$ cat src/rtl/q_sys_dig_error_monitor_if.sv
// -----------------------------------------------------------------------------
// q_sys_dig_error_monitor_if
// Avalon-MM slave bus bundle for the digit-error monitor.
//   address    : register word address (3 bits)
//   chipselect : slave select
//   write_n    : write strobe, active low
//   writedata  : write data (32 bits)
//   readdata   : registered read data (32 bits), driven by the slave
// -----------------------------------------------------------------------------
interface q_sys_dig_error_monitor_if;
    logic [2:0]  address;
    logic        chipselect;
    logic        write_n;
    logic [31:0] writedata;
    logic [31:0] readdata;

    modport master (
        output address, chipselect, write_n, writedata,
        input  readdata
    );

    modport slave (
        input  address, chipselect, write_n, writedata,
        output readdata
    );
endinterface

$ cat src/rtl/q_sys_dig_error_monitor.sv
// -----------------------------------------------------------------------------
// q_sys_dig_error_monitor
// Turns the raw digit-error vector of the error-correcting datapath into
// host-visible events: synchronized live view, sticky rising-edge bits (W1C),
// a saturating event counter, first-event digit index and a maskable irq.
//
// Ports:
//   clk      : system clock
//   reset_n  : asynchronous active-low reset
//   bus      : Avalon-MM slave (address, chipselect, write_n, writedata,
//              readdata with 1-cycle read latency)
//   in_port  : raw digit-error vector, asynchronous to clk
//   irq      : level interrupt, |(EDGE & MASK), registered
//
// Register map: 0 LIVE, 1 EDGE (W1C), 2 MASK, 3 COUNT (write clears),
//               4 FIRST (write re-arms; bit31 valid, [4:0] index), 5 CTRL
//               (bit0 enable), 6/7 read as zero.
// -----------------------------------------------------------------------------
module q_sys_dig_error_monitor #(
    parameter int WIDTH = 20,
    parameter int CNT_W = 16
) (
    input  logic                            clk,
    input  logic                            reset_n,
    q_sys_dig_error_monitor_if.slave        bus,
    input  logic [WIDTH-1:0]                in_port,
    output logic                            irq
);

    typedef enum logic {
        ARMED    = 1'b0,
        CAPTURED = 1'b1
    } first_state_t;

    localparam logic [CNT_W-1:0] CNT_MAX = '1;

    logic [WIDTH-1:0] s1, s2, s3;
    logic [WIDTH-1:0] rise;
    logic [WIDTH-1:0] edge_q, edge_clr;
    logic [WIDTH-1:0] mask_q;
    logic             enable_q;
    logic [CNT_W-1:0] count_q, count_d;
    first_state_t     state_q, state_d;
    logic [4:0]       index_q, index_d, low_idx;
    logic [31:0]      rd_mux;

    logic wr;
    logic wr_edge, wr_mask, wr_count, wr_first, wr_ctrl;

    assign wr       = bus.chipselect & ~bus.write_n;
    assign wr_edge  = wr && (bus.address == 3'd1);
    assign wr_mask  = wr && (bus.address == 3'd2);
    assign wr_count = wr && (bus.address == 3'd3);
    assign wr_first = wr && (bus.address == 3'd4);
    assign wr_ctrl  = wr && (bus.address == 3'd5);

    // Edge detect on the synchronized copy; disable gates events only,
    // LIVE keeps tracking.
    assign rise     = s2 & ~s3 & {WIDTH{enable_q}};
    assign edge_clr = wr_edge ? bus.writedata[WIDTH-1:0] : '0;

    // Lowest set bit of rise wins: scan from the top so lower bits overwrite.
    always_comb begin
        // NOTE: every always_comb output gets a default first, so no path
        // leaves it unassigned and no latch is inferred.
        low_idx = '0;
        for (int i = WIDTH - 1; i >= 0; i--) begin
            if (rise[i]) low_idx = 5'(i);
        end
    end

    // Counter: a clear and an event in the same cycle leaves exactly one count.
    always_comb begin
        count_d = wr_count ? '0 : count_q;
        if (|rise && (count_d != CNT_MAX)) count_d = count_d + CNT_W'(1);
    end

    // FIRST capture FSM: re-arm is applied before the capture test so a
    // re-arm coinciding with an event captures the new index.
    always_comb begin
        state_d = state_q;
        index_d = index_q;
        if (wr_first) state_d = ARMED;
        if ((state_d == ARMED) && |rise) begin
            state_d = CAPTURED;
            index_d = low_idx;
        end
    end

    always_comb begin
        rd_mux = '0;
        case (bus.address)
            3'd0:    rd_mux = 32'(s2);
            3'd1:    rd_mux = 32'(edge_q);
            3'd2:    rd_mux = 32'(mask_q);
            3'd3:    rd_mux = 32'(count_q);
            3'd4:    rd_mux = {(state_q == CAPTURED), 26'b0, index_q};
            3'd5:    rd_mux = {31'b0, enable_q};
            default: rd_mux = '0;
        endcase
    end

    always_ff @(posedge clk or negedge reset_n) begin
        if (!reset_n) begin
            s1           <= '0;
            s2           <= '0;
            s3           <= '0;
            edge_q       <= '0;
            mask_q       <= '0;
            enable_q     <= 1'b1;
            count_q      <= '0;
            state_q      <= ARMED;
            index_q      <= '0;
            irq          <= 1'b0;
            bus.readdata <= '0;
        end else begin
            // NOTE: non-blocking assignments make every flop sample the
            // pre-edge values, so the s1->s2->s3 chain shifts by one stage.
            s1           <= in_port;
            s2           <= s1;
            s3           <= s2;
            // Set beats clear when both hit the same bit in one cycle.
            edge_q       <= (edge_q & ~edge_clr) | rise;
            if (wr_mask) mask_q   <= bus.writedata[WIDTH-1:0];
            if (wr_ctrl) enable_q <= bus.writedata[0];
            count_q      <= count_d;
            state_q      <= state_d;
            index_q      <= index_d;
            irq          <= |(edge_q & mask_q);
            bus.readdata <= rd_mux;
        end
    end

endmodule

$ cat src/flat_wrapper.sv
// flat-port wrapper written by rule: the top's interface ports become plain ports
module q_sys_dig_error_monitor_flat 
#(
    parameter int WIDTH = 20,
    parameter int CNT_W = 16
)
  (clk, reset_n, in_port, irq, bus_address, bus_chipselect, bus_write_n, bus_writedata, bus_readdata);
  q_sys_dig_error_monitor_if bus_i ();
  input  logic clk;
  input  logic reset_n;
  input  logic [WIDTH-1:0] in_port;
  output logic irq;
  input wire logic [$bits(bus_i.address)-1:0] bus_address;
  input wire logic [$bits(bus_i.chipselect)-1:0] bus_chipselect;
  input wire logic [$bits(bus_i.write_n)-1:0] bus_write_n;
  input wire logic [$bits(bus_i.writedata)-1:0] bus_writedata;
  output wire logic [$bits(bus_i.readdata)-1:0] bus_readdata;
  assign bus_i.address = bus_address;
  assign bus_i.chipselect = bus_chipselect;
  assign bus_i.write_n = bus_write_n;
  assign bus_i.writedata = bus_writedata;
  assign bus_readdata = bus_i.readdata;
  q_sys_dig_error_monitor #(.WIDTH(WIDTH), .CNT_W(CNT_W)) u_core (.clk(clk), .reset_n(reset_n), .bus(bus_i), .in_port(in_port), .irq(irq));
endmodule
$ cat config.mk
export PLATFORM = sky130hd
export DESIGN_NAME = q_sys_dig_error_monitor_flat
export DESIGN_NICKNAME = d
export VERILOG_FILES = /design/src/rtl/q_sys_dig_error_monitor_if.sv /design/src/rtl/q_sys_dig_error_monitor.sv /design/src/flat_wrapper.sv
export SDC_FILE = /design/constraint.sdc
export NUM_CORES = 1
export LEC_CHECK = 0
export BUFFER_PORTS_ARGS = -buffer_cell sky130_fd_sc_hd__buf_2
export CORE_ASPECT_RATIO = 1.5
export CORE_MARGIN = 3
export CORE_UTILIZATION = 40
export DETAILED_ROUTE_END_ITERATION = 10
export GPL_TIMING_DRIVEN = 0
export SYNTH_ARGS = -nofsm -noshare
export SYNTH_HDL_FRONTEND = slang
export SYNTH_SLANG_ARGS = --single-unit
$ cat constraint.sdc
create_clock -name clk -period 4 [get_ports clk]
set_input_delay 0.4 -clock clk [delete_from_list [all_inputs] [get_ports clk]]
set_output_delay 0.4 -clock clk [all_outputs]
set_load 0.03 [all_outputs]
==> insert_results.sql, run 1 <==
INSERT INTO impl_metrics (metric_group, metric, value, unit) VALUES
('run_status', 'outcome', 'finished, violations left', ''),
('run_status', 'failed_checks', 'hold timing', ''),
('setup_path', 'critical_path_max_stage_delay', '420', 'ps'),
('route', 'routed-via-count', '4245', ''),
('cts', 'cts_setup_buffers', '0', ''),
('setup_path', 'worstSetupStartpointType', 'input port', ''),
('power_and_ir_drop', 'power_density', '558', 'nW/um2'),
('power_and_ir_drop', 'sequentialPowerShare', '44.7', '%'),
('placed_design', 'numPortBuffers', '68', ''),
('power_and_ir_drop', 'power_report.internal_total', '2.90', 'mW'),
('setup_path', 'family_with_the_most_delay_on_the_worst_path', 'simple AND/OR/NAND/NOR gates', ''),
('route', 'detailed_route_drc_error_count', '0', ''),
('sta', 'unrepaired_setup_endpoints_after_global_routing', 'no', ''),
('placed_design', 'post_dp_cell_area', '6860', 'um2'),
('floorplan', 'start_util', '41.0', '%'),
('cts', 'tritoncts', 'done', ''),
('setup_path', 'endpoint_kind', 'register', ''),
('route', 'routed_via_density', '5.34', ''),
('layout', 'area_delta_synth_final', '20.1', '%'),
('setup_path', 'cp_slowest_cell', 'nor2b_1', ''),
('setup_path', 'critPathKind', 'in -> reg', ''),
('power_and_ir_drop', 'comb_power_share', '17.7', '%'),
('yosys', 'synth-edff-count', '0', ''),
('power_and_ir_drop', 'power.net_switching', '1.25', 'mW'),
('sta', 'finalCriticalPeriod', '2300', 'ps'),
('placed_design', 'place_congestion', '0.926', ''),
('floorplan', 'fp.coreArea', '15100', 'um2'),
('placed_design', 'placement.setup.worst_slack', '1280', 'ps'),
('setup_path', 'crit_path_dat', '2640', 'ps'),
('layout', 'layout.cell_area.non_filler', '7440', 'um2'),
('layout', 'drive_gt1_share', '31.0', '%'),
('yosys', 'syn_area_per_cell', '12.8', 'um2'),
('global_route', 'grt_pass1_wl', '24500', 'um'),
('floorplan', 'floorplan.rows', '55', ''),
('global_route', 'antenna_found_initial', '0', ''),
('sta', 'worstMarginPinSlew', '685', 'ps'),
('cts', 'cts.htree.levels', '4', ''),
('yosys', 'synth.area.top_cells', 'dfrtp_1 58%, mux2_2 3.8%, mux4_2 3.6%', ''),
('cts', 'clockRootBuffer', 'clkbuf_16', ''),
('setup_path', 'worst-path-stages', '10', ''),
('global_route', 'first_global_vias', '4346', ''),
('power_and_ir_drop', 'vdd_drop_max', '297', 'uV'),
('sta', 'max_slew_margin', '54.3', '%'),
('yosys', 'ys_async_rst_share', '100', '%'),
('sta', 'timing_hold_violations_final', '4', ''),
('setup_path', 'critical_path.n_buffers_inverters', '1', ''),
('cts', 'clockBufferDepth', '2', ''),
('sta', 'hold_slack', '-12.9', 'ps'),
('layout', 'antennaDiodeCount', '0', ''),
('route', 'route.antenna.remaining_nets', '0', ''),
('sta', 'setup_tns', '0', 'ps'),
('cts', 'post_cts_resized', '0', ''),
('placed_design', 'post-dp-hpwl', '11500', 'um'),
('route', 'drt_pass1_iterations', '5', ''),
('yosys', 'syn-cell-area', '6200', 'um2'),
('sta', 'clock-skew-final', '9.09', 'ps'),
('yosys', 'yosysSeqAreaShare', '58.5', '%'),
('floorplan', 'pin_count', '92', ''),
('power_and_ir_drop', 'cellLeakagePower', '3.40', 'nW'),
('setup_path', 'worst_ep_required_time', '4340', 'ps'),
('setup_path', 'critical_path.cell_chain', 'buf_2 > nor2b_1 > nand3_4 > and2_1 > ha_1 > and3_1 > nand4_4 > nand4_1 > or3_1 > a21oi_1', ''),
('route', 'drt-total-wl', '15900', 'um'),
('sta', 'setup_violations', '0', ''),
('floorplan', 'die_width', '108', 'um'),
('yosys', 'ys.flop_type', 'dfrtp_1', ''),
('sta', 'clock.fmax', '0.435', 'GHz'),
('power_and_ir_drop', 'swShare', '30.1', '%'),
('cts', 'cts-buffers-inserted', '17', ''),
('placed_design', 'placedCellCount', '763', ''),
('global_route', 'grt_util_all_layers', '19.6', '%'),
('cts', 'clock_sink_count', '145', '');
==> metrics by stage <==
step,hold slack (ps),utilization [%],power (mW)
floorplan,104,-,2.33
global placement,331,45.1,2.58
detailed placement,336,45.3,2.61
CTS,12.1,49.2,4.19
global route,33.8,49.2,4.34
finish,-12.9,49.2,4.15
==> cell type report <==
| type | instances | area [um2] |
|---|---|---|
| fill | 1377 | 7690 |
| sequential | 145 | 3630 |
| multi-input combinational | 316 | 2410 |
| clock buffer | 18 | 439 |
| timing repair buffer | 69 | 374 |
| tap | 199 | 249 |
| buffer | 30 | 183 |
| clock inverter | 14 | 144 |
| inverter | 4 | 15.0 |
==> state kept, by name, summed over array words and instances, names as in the netlist <==
name,count
u_core.bus.readdata,21
u_core.s2,20
u_core.state_q,1
u_core.count_q,16
u_core.s1,20
u_core.s3,20
u_core.mask_q,20
u_core.edge_q,20
u_core.index_q,5
u_core.enable_q,1
u_core.irq,1
==> cell usage after synthesis (7+ instances only) <==
library cell  number
buf_4             11
a21oi_1           21
nand4_1            8
mux4_2            10
buf_2             11
mux2i_1           12
nand2_1           35
and3_1             7
a22o_1            20
nor2_1            29
or3_1              7
dfrtp_1          144
o21ai_0           16
nor2b_1           22
mux2_2            21
==> cells in the final DEF, fill, tap and decap left out, drive strengths merged, types with 2 or more instances in the layout <==
cell / Yosys / final
inv: 4 / 12
buf: 25 / 94
nor4: 2 / 2
a31oi: 3 / 3
xor2: 5 / 5
a221oi: 4 / 4
o22ai: 5 / 5
clkinv: 0 / 4
mux2i: 12 / 12
o41ai: 4 / 4
nor3: 3 / 3
and3: 7 / 7
o21ai: 23 / 23
a21oi: 22 / 22
and2: 5 / 5
nand4: 10 / 10
conb: 1 / 11
nand2b: 6 / 6
or3: 7 / 7
nor2: 30 / 30
a22o: 20 / 20
mux4: 11 / 11
and2b: 5 / 5
dfrtp: 144 / 144
clkbuf: 5 / 23
nand3: 7 / 7
nand2: 36 / 36
nor4b: 2 / 2
o211ai: 2 / 2
a22oi: 6 / 6
nor2b: 30 / 30
mux2: 25 / 25
==> layer usage <==
layer  track usage (%)  vias up  part of all wire (%)
li1                  -     1922                     -
met1              23.0     2136                    39
met2              34.1      145                    53
met3              3.73       42                   4.0
met4              9.75        0                   4.2
met5                 0        -                     0
==> kinds of logic (layout without fill, tap and decap cells) <==
kind of cell             after synthesis  count (layout)  share of synthesized area (%)
buffers and inverters                 34             135                           3.19
XOR/XNOR                               6               6                          0.847
AND/OR/NAND/NOR                      154             154                           14.9
flip-flops                           145             145                           58.5
other                                  1              11                         0.0605
AO/OA/AOI/OAI                         96              96                           11.5
adder cells (fa/ha/maj)                1               1                          0.202
multiplexers                          48              48                           10.7
==> path summary, 6_finish.rpt <==
| kind | from | end | slack, ps |
|---|---|---|---|
| max | bus_chipselect | u_core.count_q[8] | 1700 |
| min | reset_n | u_core.bus.readdata[31] | -10 |
| max reg2reg | u_core.s2[3] | u_core.index_q[2] | 1890 |
| min reg2reg | u_core.s1[8] | u_core.s2[8] | 350 |
| max in group asynchronous | reset_n | u_core.state_q | 3250 |
| min in group clk | in_port[16] | u_core.s1[16] | 80 |
==> power by group through the flow <==
stage / Combinational, mW / Sequential (mW) / Clock [mW]
3_5_place_dp: 0.739 / 1.88 / 0
5_1_grt: 0.802 / 1.88 / 1.66
3_3_place_gp: 0.718 / 1.87 / 0
6_report: 0.735 / 1.86 / 1.56
4_1_cts: 0.743 / 1.85 / 1.59
2_1_floorplan: 0.473 / 1.86 / 0
(Power assumes the default switching activity.)
==> inputs of run 2 (changes only) <==
==> constraint.sdc (replaced) <==
create_clock -name clk -period 2.1 [get_ports clk]
set_input_delay 0.21 -clock clk [delete_from_list [all_inputs] [get_ports clk]]
set_output_delay 0.21 -clock clk [all_outputs]
set_load 0.03 [all_outputs]
==> run 2 against run 1 <==
The flow now finishes without violations. Die area stayed put. Total power increased by 93%. Non-clock buffer count is 32 higher. Clock power rose by 90%. Via count grew 2.6%. Critical endpoint is now u_core.index_q[2]. Largest cell class unchanged. Highest routed layer unchanged.
==> insert_results.sql, run 2 (synthesized netlist as in run 1, its figures left out) <==
INSERT INTO impl_metrics (metric_group, metric, value, unit) VALUES
('cts', 'clkLatencyLatePin', '420', 'ps'),
('sta', 'unrepaired_setup_endpoints_after_global_routing', 'yes', ''),
('floorplan', 'die_width', '108', 'um'),
('setup_path', 'critical_path_max_stage_delay', '440', 'ps'),
('sta', 'finalCriticalPeriod', '2060', 'ps'),
('global_route', 'grt_max_degree', '76', ''),
('setup_path', 'crit_path_dat', '2370', 'ps'),
('floorplan', 'die-area', '17100', 'um2'),
('setup_path', 'cp_slowest_cell', 'o41ai_4', ''),
('cts', 'cts.htree.levels', '4', ''),
('floorplan', 'die_height', '158', 'um'),
('global_route', 'first_global_vias', '4390', ''),
('setup_path', 'critical_path.cell_chain', 'nor2b_4 > o41ai_4 > nand4_4 > or2_4 > nand2_4 > mux2_4', ''),
('floorplan', 'start_util', '41.0', '%'),
('cts', 'clockRootBuffer', 'clkbuf_16', ''),
('route', 'drt-total-wl', '16000', 'um'),
('layout', 'fill_cells', '1363', ''),
('power_and_ir_drop', 'power_density', '1030', 'nW/um2'),
('placed_design', 'post-dp-hpwl', '11500', 'um'),
('layout', 'final_stage_net_count', '675', ''),
('setup_path', 'critPathKind', 'reg -> reg', ''),
('floorplan', 'pin_count', '92', ''),
('power_and_ir_drop', 'cellLeakagePower', '3.54', 'nW'),
('run', 'cap_violations', '0', ''),
('route', 'routed_via_density', '5.27', ''),
('setup_path', 'worst-path-max-fanout', '5', ''),
('cts', 'clockBufferDepth', '2', ''),
('sta', 'setup_tns', '0', 'ps'),
('cts', 'clock_sink_count', '145', ''),
('sta', 'clock.fmax', '0.484', 'GHz'),
('layout', 'final_common_cell', 'dfrtp_1', ''),
('cts', 'tritoncts', 'done', ''),
('layout', 'regMostFlops', 'u_core.bus.readdata', ''),
('route', 'route.antenna.remaining_nets', '0', ''),
('sta', 'drv_slew', '0', ''),
('route', 'avgRoutedWirePerCell', '19.4', 'um'),
('sta', 'hold_slack', '40.8', 'ps'),
('power_and_ir_drop', 'vdd_drop_max', '567', 'uV'),
('route', 'routed-via-count', '4356', ''),
('setup_path', 'worstSetupStartpointType', 'register', ''),
('setup_path', 'endpoint_kind', 'register', ''),
('floorplan', 'fp.coreArea', '15100', 'um2'),
('setup_path', 'worst_ep_required_time', '2400', 'ps'),
('global_route', 'antenna_found_initial', '0', ''),
('layout', 'antennaDiodeCount', '0', ''),
('floorplan', 'floorplan.rows', '55', ''),
('route', 'detailed_route_drc_error_count', '0', ''),
('placed_design', 'place_congestion', '0.926', ''),
('cts', 'worst_setup_hold_path_clk_slew', '60', 'ps'),
('route', 'drt_pass1_iterations', '7', ''),
('layout', 'mostFrequentLayoutCells', '144 x dfrtp_1, 78 x buf_2, 35 x nand2_1', ''),
('hold_path', 'hold_path_class', 'in -> reg', ''),
('cts', 'cts-buffers-inserted', '17', ''),
('sta', 'timing_hold_violations_final', '0', ''),
('sta', 'worstMarginPinSlew', '706', 'ps'),
('sta', 'setup_violations', '0', ''),
('sta', 'max_slew_margin', '52.9', '%'),
('sta', 'clock-skew-final', '10.9', 'ps'),
('sta', 'final_clock_period_utilization_by_the_worst_path', '98.3', '%'),
('global_route', 'grt_util_all_layers', '19.7', '%'),
('layout', 'largest_reg_flops', '21', ''),
('route', 'drtIter0Drc', '262', ''),
('global_route', 'grt_pass1_wl', '24700', 'um'),
('layout', 'area_delta_synth_final', '25.0', '%'),
('layout', 'drive_gt1_share', '31.8', '%'),
('placed_design', 'numPortBuffers', '68', ''),
('run_status', 'outcome', 'complete, no violations', ''),
('global_route', 'globalRoute.totalOverflow', '0', '');
-- run 2: changes by cell type in the layout (fill, tap and decap cells not counted), sizes merged --
cell,delta
buf,+11
dlygate4sd3,+21
-- run 2: layer usage --
metal / global-route usage, % / up-vias / routed length (um)
li1: - / 1991 / -
met1: 23.3 / 2204 / 6330
met2: 34.2 / 132 / 8470
met3: 3.73 / 29 / 642
met4: 9.75 / 0 / 580
met5: 0 / - / 0
-- run 2: final timing paths --
| path | end | cells past startpoint | startpoint | slack, ps |
|---|---|---|---|---|
| setup / recovery | u_core.index_q[2] | 6 | u_core.s2[6] | 40 |
| setup reg to reg | u_core.index_q[2] | 6 | u_core.s2[6] | 40 |
| min in group asynchronous | u_core.bus.readdata[31] | 2 | reset_n | 370 |
| hold / removal | u_core.mask_q[18] | 2 | bus_writedata[18] | 40 |
| max in group asynchronous | u_core.s3[16] | 3 | reset_n | 960 |
| hold reg to reg | u_core.s2[8] | 0 | u_core.s1[8] | 350 |
-- run 2: repair_timing --
item | in CTS | in global routing
setup buffers | 1 | 10
cloned | 0 | 0
endpoints found under the setup margin | 3 | 12
endpoints found under the hold margin | 93 | 0
pin swaps | 1 | 5
gates resized for setup | 0 | 5
hold buffers | 21 | 0
-- run 2: where the power goes --
part	switching, mW	leakage (nW)	internal (mW)	total, mW
clock network	1.27	0.287	1.70	2.97
logic	0.779	1.54	0.710	1.49
registers	0.344	1.72	3.19	3.53
-- run 2: critical path, delay by kind of cell, from the launching register on --
kind / cells / cell delay [ps]
mux: 1 / 300
flops: 1 / 400
compound gates: 1 / 440
simple gates: 4 / 800
-- run 2: final cells by class --
class | instances | area, um2 | area share [%]
flip-flops and latches | 145 | 3630 | 46.8
inverters | 4 | 15.0 | 0.194
clock inverters | 14 | 144 | 1.86
plain buffers | 30 | 183 | 2.36
repair buffers | 101 | 667 | 8.60
multi-input cells | 316 | 2430 | 31.3
clock buffers | 18 | 439 | 5.66
well taps | 199 | 249 | 3.21
-- run 2: metrics by stage --
| step | setup WS, ps | area, um2 | power (mW) | util [%] | cells |
|---|---|---|---|---|---|
| final | 35.8 | 7750 | 7.99 | 51.2 | 827 |
| after global routing | -12.8 | 7750 | 8.37 | 51.2 | 827 |
| after CTS | 14.7 | 7660 | 8.02 | 50.6 | 817 |
| after detailed placement | -430 | 6860 | 4.98 | 45.3 | 763 |
| after global placement | -1150 | 6830 | 4.92 | 45.1 | 762 |
| after floorplan | 60.9 | 6240 | 4.45 | - | 495 |
